[src/rtl/if_fetch_unit_pkg.sv]
// Shared definitions for the instruction-fetch stage: FSM encoding and fetch constants.
package if_fetch_unit_pkg;

  typedef enum logic [1:0] {
    FILL = 2'd0,
    RUN  = 2'd1,
    HOLD = 2'd2
  } fetch_state_t;

  localparam logic [31:0] NOP_WORD = 32'h0000_0000;
  localparam int unsigned PC_INCR  = 4;

endpackage

[src/rtl/if_fetch_unit_skid.sv]
// One-entry skid register plus the mux that picks the live memory word, the held word or NOP.
module fetch_skid_buffer #(
  parameter int unsigned     n   = 32,
  parameter logic [n-1:0]    NOP = '0
) (
  input  logic         clk,
  input  logic         rst,
  input  logic         load,
  input  logic         flush,
  input  logic         show,
  input  logic         sel_skid,
  input  logic [n-1:0] data,
  output logic [n-1:0] instruction
);

  logic [n-1:0] skid_q;

  always_ff @(posedge clk or posedge rst) begin
    if (rst) begin
      skid_q <= NOP;
    end else if (flush) begin
      skid_q <= NOP;
    end else if (load) begin
      skid_q <= data;
    end
  end

  always_comb begin
    instruction = NOP;
    if (show) begin
      instruction = sel_skid ? skid_q : data;
    end
  end

endmodule

[src/rtl/if_fetch_unit.sv]
// Fetch stage: owns the PC, drives synchronous-read imem, and feeds IF/ID with stall and redirect support.
module if_fetch_unit
  import if_fetch_unit_pkg::*;
#(
  parameter int unsigned  n        = 32,
  parameter logic [n-1:0] RESET_PC = 32'h0000_0000,
  parameter logic [n-1:0] NOP      = NOP_WORD
) (
  input  logic         clk,
  input  logic         reset_in,
  input  logic         enable,
  input  logic         branch_taken_in,
  input  logic [n-1:0] branch_target_in,
  input  logic         jump_in,
  input  logic [25:0]  jump_offset_in,
  input  logic [n-1:0] id_pc_plus4_in,
  output logic [n-1:0] imem_addr_out,
  input  logic [n-1:0] imem_data_in,
  output logic [n-1:0] PC_Counter_out,
  output logic [n-1:0] instruction_out,
  output logic         valid_out
);

  localparam logic [n-1:0] INCR = n'(PC_INCR);

  fetch_state_t state_q, state_d;
  logic [n-1:0] pc_q, pc_d;
  logic [n-1:0] pend_pc_q, pend_pc_d;
  logic [n-1:0] target;
  logic         redirect;
  logic         skid_load;
  logic         show;
  logic         sel_skid;
  logic         unused_bits;

  assign unused_bits = ^{id_pc_plus4_in[n-5:0], branch_target_in[1:0]};

  assign redirect = jump_in | branch_taken_in;
  assign target   = jump_in ? {id_pc_plus4_in[n-1:n-4], jump_offset_in, 2'b00}
                            : {branch_target_in[n-1:2], 2'b00};

  // A redirect wins over enable and over the current state; the skid word is dropped.
  always_comb begin
    state_d   = state_q;
    pc_d      = pc_q;
    pend_pc_d = pend_pc_q;
    skid_load = 1'b0;
    if (redirect) begin
      pc_d    = target;
      state_d = FILL;
    end else begin
      unique case (state_q)
        FILL: begin
          pend_pc_d = pc_q;
          pc_d      = pc_q + INCR;
          state_d   = RUN;
        end
        RUN: begin
          if (enable) begin
            pend_pc_d = pc_q;
            pc_d      = pc_q + INCR;
          end else begin
            skid_load = 1'b1;
            state_d   = HOLD;
          end
        end
        HOLD: begin
          if (enable) begin
            pend_pc_d = pc_q;
            pc_d      = pc_q + INCR;
            state_d   = RUN;
          end
        end
        default: state_d = FILL;
      endcase
    end
  end

  always_ff @(posedge clk or posedge reset_in) begin
    if (reset_in) begin
      state_q   <= FILL;
      pc_q      <= RESET_PC;
      pend_pc_q <= '0;
    end else begin
      state_q   <= state_d;
      pc_q      <= pc_d;
      pend_pc_q <= pend_pc_d;
    end
  end

  assign show     = (state_q != FILL);
  assign sel_skid = (state_q == HOLD);

  fetch_skid_buffer #(
    .n   (n),
    .NOP (NOP)
  ) u_skid (
    .clk         (clk),
    .rst         (reset_in),
    .load        (skid_load),
    .flush       (redirect),
    .show        (show),
    .sel_skid    (sel_skid),
    .data        (imem_data_in),
    .instruction (instruction_out)
  );

  assign imem_addr_out  = pc_q;
  assign valid_out      = show;
  assign PC_Counter_out = show ? pend_pc_q + INCR : '0;

endmodule
[config.mk]
export PLATFORM = sky130hd
export DESIGN_NAME = if_fetch_unit
export DESIGN_NICKNAME = d
export VERILOG_FILES = /design/src/rtl/if_fetch_unit_pkg.sv /design/src/rtl/if_fetch_unit_skid.sv /design/src/rtl/if_fetch_unit.sv
export SDC_FILE = /design/constraint.sdc
export NUM_CORES = 1
export LEC_CHECK = 0
export CAP_MARGIN = 25
export CORE_ASPECT_RATIO = 2
export CORE_MARGIN = 1.5
export CORE_UTILIZATION = 46
export DETAILED_ROUTE_END_ITERATION = 16
export PLACE_DENSITY = 0.82
export SYNTH_ARGS = -nofsm -noshare
export SYNTH_HDL_FRONTEND = slang
export SYNTH_HIERARCHICAL = 1
export SYNTH_SLANG_ARGS = --single-unit
[constraint.sdc]
create_clock -name clk -period 2.5 [get_ports clk]
set_input_delay 0.5 -clock clk [delete_from_list [all_inputs] [get_ports clk]]
set_output_delay 0.5 -clock clk [all_outputs]
set_load 0.005 [all_outputs]
==> flow_metrics.env <==
export IMPL_area_growth_pct=49.8
export IMPL_via_count=5946
export IMPL_start_util_pct=47.3
export IMPL_worstMarginPinSlew_ps=528
export IMPL_fin_cells=1072
export IMPL_worstPathArrival_ps=2180
export IMPL_crit_chain="nand3_2, or4_4, buf_6, buf_6, nor4_4, xnor2_1, nor2_1, buf_2"
export IMPL_synth_edf_count=0
export IMPL_vias_per_cell=5.55
export IMPL_clock_latency_ps=350
export IMPL_grt_pass1_wl_um=29500
export IMPL_design_portCount=224
export IMPL_core_mm2=0.0130
export IMPL_fillers=983
export IMPL_cap_violations=0
export IMPL_ys_warnings_count=6
export IMPL_dp_cells=1016
export IMPL_final_hold_viol_count=0
export IMPL_drt_total_wl_um=18700
export IMPL_path_max_fanout=4
export IMPL_post_route_drc_count=0
export IMPL_fp_row_count=59
export IMPL_layout_common_cells="133 x clkdlybuf4s50_1, 93 x dfrtp_1, 79 x nor2_1"
export IMPL_synth_seq_cells=94
export IMPL_violations="setup timing"
export IMPL_die_h_um=167
export IMPL_grt_overflow_total=0
export IMPL_cts_buffers=9
export IMPL_port_buffers=189
export IMPL_synthCells=668
export IMPL_cp_required_ps=2000
export IMPL_synthDistinctLibCells=59
export IMPL_fin_skew_ps=10.0
export IMPL_dp_hpwl_um=12700
export IMPL_die_width_um=84.8
export IMPL_ys_seq_area_share_pct=38.3
export IMPL_ctsRootBufferMaster="clkbuf_16"
export IMPL_min_period_over_period_pct=107
export IMPL_antenna_found_initial=0
export IMPL_layout_drive_gt1_share_pct=21.5
export IMPL_grt_max_degree=63
export IMPL_crit_type="flip-flop to output port"
export IMPL_clkTransAtPathRegs_ps=70
export IMPL_layout_min_cycle_time_ps=2680
export IMPL_cpMostUsedCell="buf_6"
export IMPL_antenna_cells=0
export IMPL_fin_nets=1048
export IMPL_cts_path_max_buffers=2
export IMPL_critical_path_endpoint_type="output port"
export IMPL_status="complete, but fails checks"
export IMPL_relSlewSlack_pct=64.8
export IMPL_async_flop_share_pct=100
export IMPL_slowest_stage="or4_4"
export IMPL_start_kind="flip-flop"
export IMPL_power_density_mw_per_mm2=496
export IMPL_wl_per_cell_um=17.4
export IMPL_p_leak_nw=4.08
export IMPL_grt_pass1_vias=5962
export IMPL_post_synth_cell_area_avg_um2=9.20
export IMPL_finalSetupViolCount=8
export IMPL_ir_worst_vdd_uv=374
export IMPL_ant_nets=0
export IMPL_max_stage_delay_ps=590
export IMPL_track_usage_pct=26.0
export IMPL_fin_tns_setup_ps=-810
export IMPL_htreeDepth=3
export IMPL_drt_iter0_drc=257
export IMPL_fmax_ghz=0.373
export IMPL_final_common_cell="clkdlybuf4s50_1"
export IMPL_die_area_mm2=0.0141
export IMPL_dr_pass1_iters=5
export IMPL_hp_class="flip-flop to flip-flop"
export IMPL_rsz0062_at_grt="true"
export IMPL_synth_area_mm2=0.00615
export IMPL_cts_sinks=94
export IMPL_fin_ws_ps=-181
export IMPL_synth_ff_type="dfrtp_1"
export IMPL_tritoncts="built"
export IMPL_slew_violations=0
export IMPL_routabilityCongestion=0.884
-- what timing repair did --
item / CTS / global route
setup buffers: 16 / 20
gates resized for setup: 113 / 47
endpoints found under the setup margin: 60 / 26
hold buffers: 0 / 0
pin swaps: 24 / 18
cloned: 4 / 0
-- final timing paths --
kind | start | to | slack (ps) | cells after the start
hold / removal | u_skid/skid_q[10] | u_skid/skid_q[10] | 520 | 2
setup reg to reg | imem_addr_out[11] | imem_addr_out[27] | 310 | 6
max in group asynchronous | reset_in | u_skid/skid_q[5] | 1610 | 3
min in group asynchronous | reset_in | imem_addr_out[4] | 550 | 3
setup / recovery | pend_pc_q[13] | PC_Counter_out[31] | -180 | 8
hold reg to reg | u_skid/skid_q[10] | u_skid/skid_q[10] | 520 | 2
-- registers in the layout, summed over array words and instances, names as in the netlist --
name and cells:
imem_addr_out 30, pend_pc_q 30, u_skid/skid_q 32, state_q 2
-- critical path, delay by kind of cell, from the launching register on --
kind | cells | cell delay [ps]
buffers and inverters | 3 | 380
and+or+nand+nor | 4 | 910
DFF | 1 | 370
xor gates and xnor gates | 1 | 160
-- synthesized netlist by cell type (4+ instances only) --
cell type   n  area (µm²)
a21oi_1    38         190
xor2_1     11        96.3
mux2i_1    69         691
or4_1       5        37.5
mux2_2     28         315
o31ai_1     4        30.0
clkbuf_1   25        93.8
nor3_1     15        75.1
nor3b_1     5        37.5
o21ai_0    28         140
nand3b_1    6        45.0
nor2b_1    36         225
nand3_1    21         105
xnor2_1    19         166
buf_2       5        25.0
dfrtp_1    94        2350
or3_1       5        31.3
and3b_1     4        35.0
nor2_1     79         297
buf_6       5        56.3
and3_1      5        31.3
a2bb2oi_1   7        61.3
buf_4       5        37.5
ha_1        6        75.1
nand4_1    20         125
inv_1      17        63.8
nand2_1    56         210
-- metrics by stage --
| stage | setup WS (ps) | hold slack, ps | area [µm²] | total power (W) | util (%) |
|---|---|---|---|---|---|
| after global routing | -225 | 543 | 9210 | 0.00478 | 70.9 |
| after floorplan | 331 | 486 | 6160 | 0.00241 | - |
| after global placement | -87.5 | 501 | 8380 | 0.00306 | 64.5 |
| after detailed placement | -92.9 | 509 | 8380 | 0.00310 | 64.5 |
| final | -181 | 518 | 9210 | 0.00457 | 70.9 |
| after CTS | -155 | 526 | 9000 | 0.00454 | 69.2 |
-- routing by layer --
metal	global-route usage, %	up-vias	wire, µm
met5	0	-	0
met4	14.3	0	860
met3	2.58	56	652
met2	48.9	226	10500
met1	27.6	2825	6670
li1	-	2839	-
-- cells by family (layout without fill, tap and decap cells) --
family	Yosys count	in the layout	share of synthesized area (%)
xor gates and xnor gates	30	30	4.27
DFF	94	94	38.3
buffers and inverters	65	313	6.33
AOI/OAI and AO/OA	96	96	9.44
and+or+nand+nor	279	280	24.1
other	1	4	0.0610
adders and majority gates	6	6	1.22
muxes	97	97	16.4
-- power by group --
group          leakage, nW  internal, W  switching [W]  total, W
combinational         2.73     0.000737       0.000552   0.00129
sequential            1.21      0.00168       0.000178   0.00185
clock                0.147     0.000814       0.000611   0.00143
total                 4.08      0.00323        0.00134   0.00457
-- layout make-up --
| class | count | area (µm²) | share of cell area [%] |
|---|---|---|---|
| clock inverters | 5 | 63.8 | 0.693 |
| well taps | 152 | 190 | 2.07 |
| flip-flops and latches | 94 | 2350 | 25.6 |
| repair buffers | 280 | 2640 | 28.7 |
| clock buffers | 11 | 243 | 2.64 |
| multi-input cells | 513 | 3650 | 39.6 |
| inverters | 17 | 66.3 | 0.720 |
(Power assumes the default switching activity.)
